### config.mk
export PLATFORM = sky130hd
export DESIGN_NAME = quadrilatero_sa_skew
export DESIGN_NICKNAME = d
export VERILOG_FILES = /design/src/rtl/quadrilatero_sa_skew.sv
export SDC_FILE = /design/constraint.sdc
export NUM_CORES = 1
export LEC_CHECK = 0
export ABC_AREA = 1
export CORE_UTILIZATION = 49
export CTS_BUF_LIST = sky130_fd_sc_hd__clkbuf_8
export DETAILED_ROUTE_END_ITERATION = 12
export PLACE_DENSITY = 0.82
export SLEW_MARGIN = 20
export SYNTH_ARGS = -nofsm -noshare
export SYNTH_HDL_FRONTEND = slang
export SYNTH_SLANG_ARGS = --single-unit
### constraint.sdc
create_clock -name clk_i -period 2.3 [get_ports clk_i]
set_input_delay 0.69 -clock clk_i [delete_from_list [all_inputs] [get_ports clk_i]]
set_output_delay 0.69 -clock clk_i [all_outputs]
set_load 0.01 [all_outputs]
### src/rtl/quadrilatero_sa_skew.sv
// Operand skew buffer feeding the left edge of the systolic array.
// Lane r is delayed by r pumps; drain flushes zeros with the last control.
package quadrilatero_pkg;

    typedef struct packed {
        logic [1:0] datatype;
        logic       is_float;
    } sa_ctrl_t;

endpackage

module quadrilatero_sa_skew
    import quadrilatero_pkg::*;
#(
    parameter int N_ROWS     = 4,
    parameter int DATA_WIDTH = 32
) (
    input  logic                         clk_i,
    input  logic                         rst_ni,
    input  logic                         valid_i,
    output logic                         ready_o,
    input  logic [N_ROWS*DATA_WIDTH-1:0] data_i,
    input  logic                         last_i,
    input  sa_ctrl_t                     sa_ctrl_i,
    input  logic                         stall_i,
    output logic                         pump_o,
    output logic [N_ROWS*DATA_WIDTH-1:0] data_o,
    output sa_ctrl_t                     sa_ctrl_o [N_ROWS],
    output logic                         busy_o,
    output logic                         done_o
);

    localparam int CW = $clog2(N_ROWS + 1);
    localparam int DW = DATA_WIDTH;

    typedef enum logic [1:0] {
        IDLE,
        STREAM,
        DRAIN
    } state_e;

    state_e                 state_q;
    logic [CW-1:0]          cnt_q;
    logic                   done_q;
    sa_ctrl_t               last_ctrl_q;

    logic                   accept;
    logic                   in_drain;
    logic [N_ROWS*DW-1:0]   lane_in;
    sa_ctrl_t               ctrl_in;

    assign in_drain = (state_q == DRAIN);
    assign ready_o  = !stall_i && !in_drain;
    assign accept   = valid_i && ready_o;
    assign pump_o   = accept || (in_drain && !stall_i);
    assign busy_o   = (state_q != IDLE);
    assign done_o   = done_q;

    // Drain pumps inject zeros but keep the operand's datatype in every row
    assign lane_in  = in_drain ? '0 : data_i;
    assign ctrl_in  = in_drain ? last_ctrl_q : sa_ctrl_i;

    assign data_o[0 +: DW] = lane_in[0 +: DW];
    assign sa_ctrl_o[0]    = ctrl_in;

    // Operand sequencing: stream columns, then flush the skew with drain pumps
    always_ff @(posedge clk_i or negedge rst_ni) begin
        if (!rst_ni) begin
            state_q     <= IDLE;
            cnt_q       <= '0;
            done_q      <= 1'b0;
            last_ctrl_q <= '0;
        end else begin
            done_q <= 1'b0;
            if (accept) begin
                last_ctrl_q <= sa_ctrl_i;
            end
            unique case (state_q)
                IDLE, STREAM: begin
                    if (accept) begin
                        if (!last_i) begin
                            state_q <= STREAM;
                        end else if (N_ROWS == 1) begin
                            state_q <= IDLE;
                            done_q  <= 1'b1;
                        end else begin
                            state_q <= DRAIN;
                            cnt_q   <= CW'(N_ROWS - 1);
                        end
                    end
                end
                DRAIN: begin
                    if (!stall_i) begin
                        if (cnt_q == CW'(1)) begin
                            state_q <= IDLE;
                            cnt_q   <= '0;
                            done_q  <= 1'b1;
                        end else begin
                            cnt_q <= cnt_q - CW'(1);
                        end
                    end
                end
                default: begin
                    state_q <= IDLE;
                end
            endcase
        end
    end

    for (genvar r = 1; r < N_ROWS; r++) begin : g_lane
        logic [DW-1:0] d_q [r];
        sa_ctrl_t      c_q [r];

        // Lane delay line of r stages, advancing only on a pump
        always_ff @(posedge clk_i or negedge rst_ni) begin
            if (!rst_ni) begin
                for (int j = 0; j < r; j++) begin
                    d_q[j] <= '0;
                    c_q[j] <= '0;
                end
            end else if (pump_o) begin
                d_q[0] <= lane_in[r*DW +: DW];
                c_q[0] <= ctrl_in;
                for (int j = 1; j < r; j++) begin
                    d_q[j] <= d_q[j-1];
                    c_q[j] <= c_q[j-1];
                end
            end
        end

        assign data_o[r*DW +: DW] = d_q[r-1];
        assign sa_ctrl_o[r]       = c_q[r-1];
    end

endmodule
# Yosys cells after proc, flatten, opt, wreduce, memory -nomap -nowiden
# Index checks and enable logic that the tools add are counted.
# op_classes
n_addsub	1
mux	15
n_eq_ne	7
n_reduce_logical	12
# ops
cell	n
$mux 128	1
$mux 3	5
$mux 2	4
$ne 2x2->1 const B	3
$pmux 3 s2	1
$pmux 2 s2	1
$reduce_and 4->1	1
$reduce_bool 2->1	2
$eq 3x1->1 const B	1
$logic_and 1x1->1	3
$mux 1	3
$reduce_and 3->1	1
$sub 3x1->3 const B	1
$eq 2x1->1 const B	1
$eq 2x2->1 const B	1
$logic_not 1->1	2
$logic_not 2->1	1
$ne 2x1->1 const B	1
$reduce_or 2->1	1
$logic_or 1x1->1	1
# totals
out_inout_bits	144
in_bits	136
reg_bits	210
wordCells	52

# Depth between registers and ports, before layout
# depth
depth_word	6
ltp_mapped	8
mapped_depth_nobuf	8

# Worst setup path before layout
# OpenSTA, ideal clock, no wires.
# synth_timing
kind	input to output
from	input valid_i
to	output pump_o
arrival_ps	1232
t_required_ps	1610
cell_stages	4
path_slack_ps	378
path_buffers	2
path_cell_list	buf_2 -> nand3_1 -> nand2_2 -> buf_2
# synth_via
elab_chain_cells	2
# synth_rtl
item	line	source
from (decl)	20	input logic valid_i,
$logic_and 1x1->1	54	assign accept = valid_i && ready_o;
$logic_or 1x1->1	55	assign pump_o = accept || (in_drain && !stall_i);
to (decl)	26	output logic pump_o,
# Every way passes these cells.

# Worst setup path in the final report
# layout_timing
from	register state_q[0]
to	output data_o[11]
# layout_via
elab_chain_cells	2
# layout_rtl
item	line	source
from (decl)	42	state_e state_q;
from (signal assigned)	69	state_q <= IDLE;
from (signal assigned)	82	state_q <= STREAM;
from (signal assigned)	84	state_q <= IDLE;
$eq 2x2->1	52	assign in_drain = (state_q == DRAIN);
$mux 128	60	assign lane_in = in_drain ? '0 : data_i;
to (decl)	27	output logic [N_ROWS*DATA_WIDTH-1:0] data_o,
# Every way passes these cells.

==> flow_summary.yaml <==
outcome:
  status: "complete, no violations"
clocking:
  cts.path.max_buffers: 3
  clockRootBuffer: "clkbuf_8"
  cts_hold_buffers: 0
  cts_tree: "done"
  clock-sinks: 210
  path_clk_slew_ps: 60
  insertion_delay_ps: 500
  htree_levels: 2
  cts-buffers-inserted: 35
setup_path:
  worst_path_dominant_cell_family: "buffers and inverters"
  crit_arrival_ps: 1610
  slowest_delay_ps: 400
  rrSetupSlack_ps: 190
  path_class: "reg -> out"
  crit_slowest_cell: "dfrtp_1"
  cp_num_buf_inv: 3
  worstPathRequired_ps: 1610
  endpoint_kind: "output port"
  worstPathMaxFanout: 8
  crit_chain: "nor2_4 > buf_12 > clkbuf_16 > nor2_2 > buf_2"
  reg2reg_to: "g_lane[3].c_q[8]$_DFFE_PN0P_"
  regToRegStartpoint: "state_q[0]$_DFFE_PN0P_"
  cp-start-kind: "register"
  r2r_cells: 8
pwr:
  seq_power_share: 0.403
  cellPowerDensity_nw_per_um2: 1144
  peakVddDrop_mv: 0.6203
  switching_share: 0.3461
  p_clk_frac: 0.217
  internal_power_uw: 9553
  p_leak_uw: 0.006534
  switching_power_uw: 5056
  pwr-share-comb: 0.380
grt:
  grt_pass1_vias: 7770
  grt_pass1_wl_um: 39790
  antenna_found_initial: 2
  overflow: 0
  grt_max_degree: 130
  grtUsageTotal: 0.2486
drt:
  antenna_left: 0
  vias: 8201
  drt_iter0_drc: 598
  wirelength_um: 25430
  viasPerCell: 5.197
  drc: 0
  routedWlPerCell_um: 16.12
  first_pass_iters: 5
placed_design:
  hpwlAfterDp_um: 15530
  place_ws_ps: -452.1
  numPortBuffers: 279
  gp_congestion: 0.8252
timing:
  finalCritPeriodShare: 0.9980
  worstMarginPinSlew_ps: 884.3
  drv_slew: 0
  finalSetupViolCount: 0
  rsz0062_at_grt: "yes"
  maxSlewHeadroom: 0.4105
  clock_skew_ps: 17.49
  period_minus_slack_ps: 2295
  fmax_mhz: 435.7
  hold_viol: 0
  setup_slack_ps: 4.584
die:
  coreArea_um2: 18960
  die_y_um: 142.0
  num_io_pins: 280
  die-area_um2: 20170
  rows: 50
  die-width_um: 142.0
  start_util: 0.5068
logic_synthesis:
  synth_ff_type: "dfrtp_1"
  syn_nets: 1254
  netlist_area_um2: 9607
  synth_cells: 1116
  synthDistinctLibCells: 17
  yosys.area.top_type: "dfrtp_1"
  syn_avg_cell_area_um2: 8.608
  synth_top_area_frac: 0.5470
  yosysWarnings: 0
  synthArstFlopShare: 1.000
  seq_area_frac_synth: 0.5470
  yosys_register_bits: 210
  synth_edf_count: 0
  synth.area.top_cells: "dfrtp_1 (55%), nand3_1 (16%), nand2_1 (13%)"
final_layout:
  finish.utilization: 0.6737
  multi_input_area_um2: 3164
  nFillCells: 1440
  nets: 1432
  drive_above_1_share: 0.1223
  register_area_um2: 5255
  area_delta_synth_final_pct: 32.92
hold_path:
  hold_class: "in -> async"
run:
  cap_violations: 0
==> cell usage after synthesis (3+ instances only) <==
library cell    n
clkbuf_1       23
inv_2           3
nand4_1         4
buf_6          12
inv_1          40
nand3_1       300
buf_1           4
o21ai_0         6
nor2_1         35
nand2_1       334
buf_2          36
dfrtp_1       210
buf_4         102
==> power groups by stage <==
stage / registers, µW / clock network (µW) / logic, µW
2_1_floorplan: 5870 / 0 / 3250
3_3_place_gp: 5870 / 0 / 5100
3_5_place_dp: 5940 / 0 / 5240
4_1_cts: 5880 / 3250 / 5320
5_1_grt: 6050 / 3420 / 6050
6_report: 5890 / 3170 / 5540
==> layout make-up <==
| cell class | instances | share of cell area |
|---|---|---|
| clock inverter | 14 | 0.004507 |
| tap | 260 | 0.02548 |
| multi-input combinational | 686 | 0.2478 |
| antenna | 2 | 0.0003919 |
| inverter | 43 | 0.01264 |
| clock buffer | 45 | 0.04850 |
| timing repair buffer | 318 | 0.2492 |
| sequential | 210 | 0.4115 |
==> kinds of logic (layout without fill, tap and decap cells) <==
| family | Yosys count | after routing | share of synthesized area |
|---|---|---|---|
| flops | 210 | 210 | 0.5470 |
| compound gates | 7 | 7 | 0.003778 |
| buf+inv | 220 | 420 | 0.1399 |
| fa+ha+maj | 2 | 2 | 0.002604 |
| simple gates | 677 | 677 | 0.3067 |
| other cells | 0 | 2 | 0 |
==> per-stage QoR <==
step	cells	hold WS [ps]	setup TNS [ps]	total power, µW	area, µm²
final	1578	161.1	0	14610	12770
after global routing	1578	177.1	-585.4	15520	12770
after CTS	1572	168.7	-195.1	14450	12520
after detailed placement	1504	456.3	-51740	11180	11880
after global placement	1504	448.0	-53060	10970	11880
after floorplan	1116	394.4	0	9125	9607
==> placed cells by master, fill, tap and decap left out, drive strengths merged <==
cell	instances
dfrtp	210
nand2	336
ha	2
a31oi	1
nor2	37
buf	75
nand4	4
dlygate4sd2	2
clkbuf	48
clkinv	4
clkdlybuf4s50	238
o21ai	6
diode	2
nand3	300
inv	53
==> registers in the layout (all words and copies together), names as in the netlist <==
signal       count
g_lane.d_q     128
done_o           1
last_ctrl_q      3
sa_ctrl_o        3
data_o          64
g_lane.c_q       6
cnt_q            3
state_q          2
==> per-layer routing <==
metal,wire [µm],vias to the layer above,track usage
met5,0,-,0
met4,610,0,0.08546
met3,2017,49,0.05485
met2,11940,335,0.3813
met1,10870,3971,0.3491
li1,-,3846,-
==> repair_timing <==
action	4_1_cts	5_1_grt
gates cloned	1	2
setup endpoints to repair	38	28
resized for setup	161	50
pin swaps	2	2
setup buffers	8	3
==> worst max path at each step <==
stage                                      start             to  slack, ps  cells past startpoint
after global routing      state_q[1]$_DFFE_PN0P_     data_o[11]        -60                      6
after floorplan                          valid_i         pump_o        380                      4
after global placement                   stall_i         pump_o       -470                      5
after detailed placement                 stall_i         pump_o       -450                      5
final                     state_q[0]$_DFFE_PN0P_     data_o[11]          5                      5
after CTS                 state_q[1]$_DFFE_PN0P_  sa_ctrl_o[10]       -100                      7
==> worst register-to-register path: stages, from the launching register on <==
cell and delay, ps:
dfrtp_1 400, buf_4 150, inv_2 50, nand2_1 120, nand3_4 100, buf_4 120, buf_4 670, nand3_1 280
nand2_1 150
(Power assumes the default switching activity.)
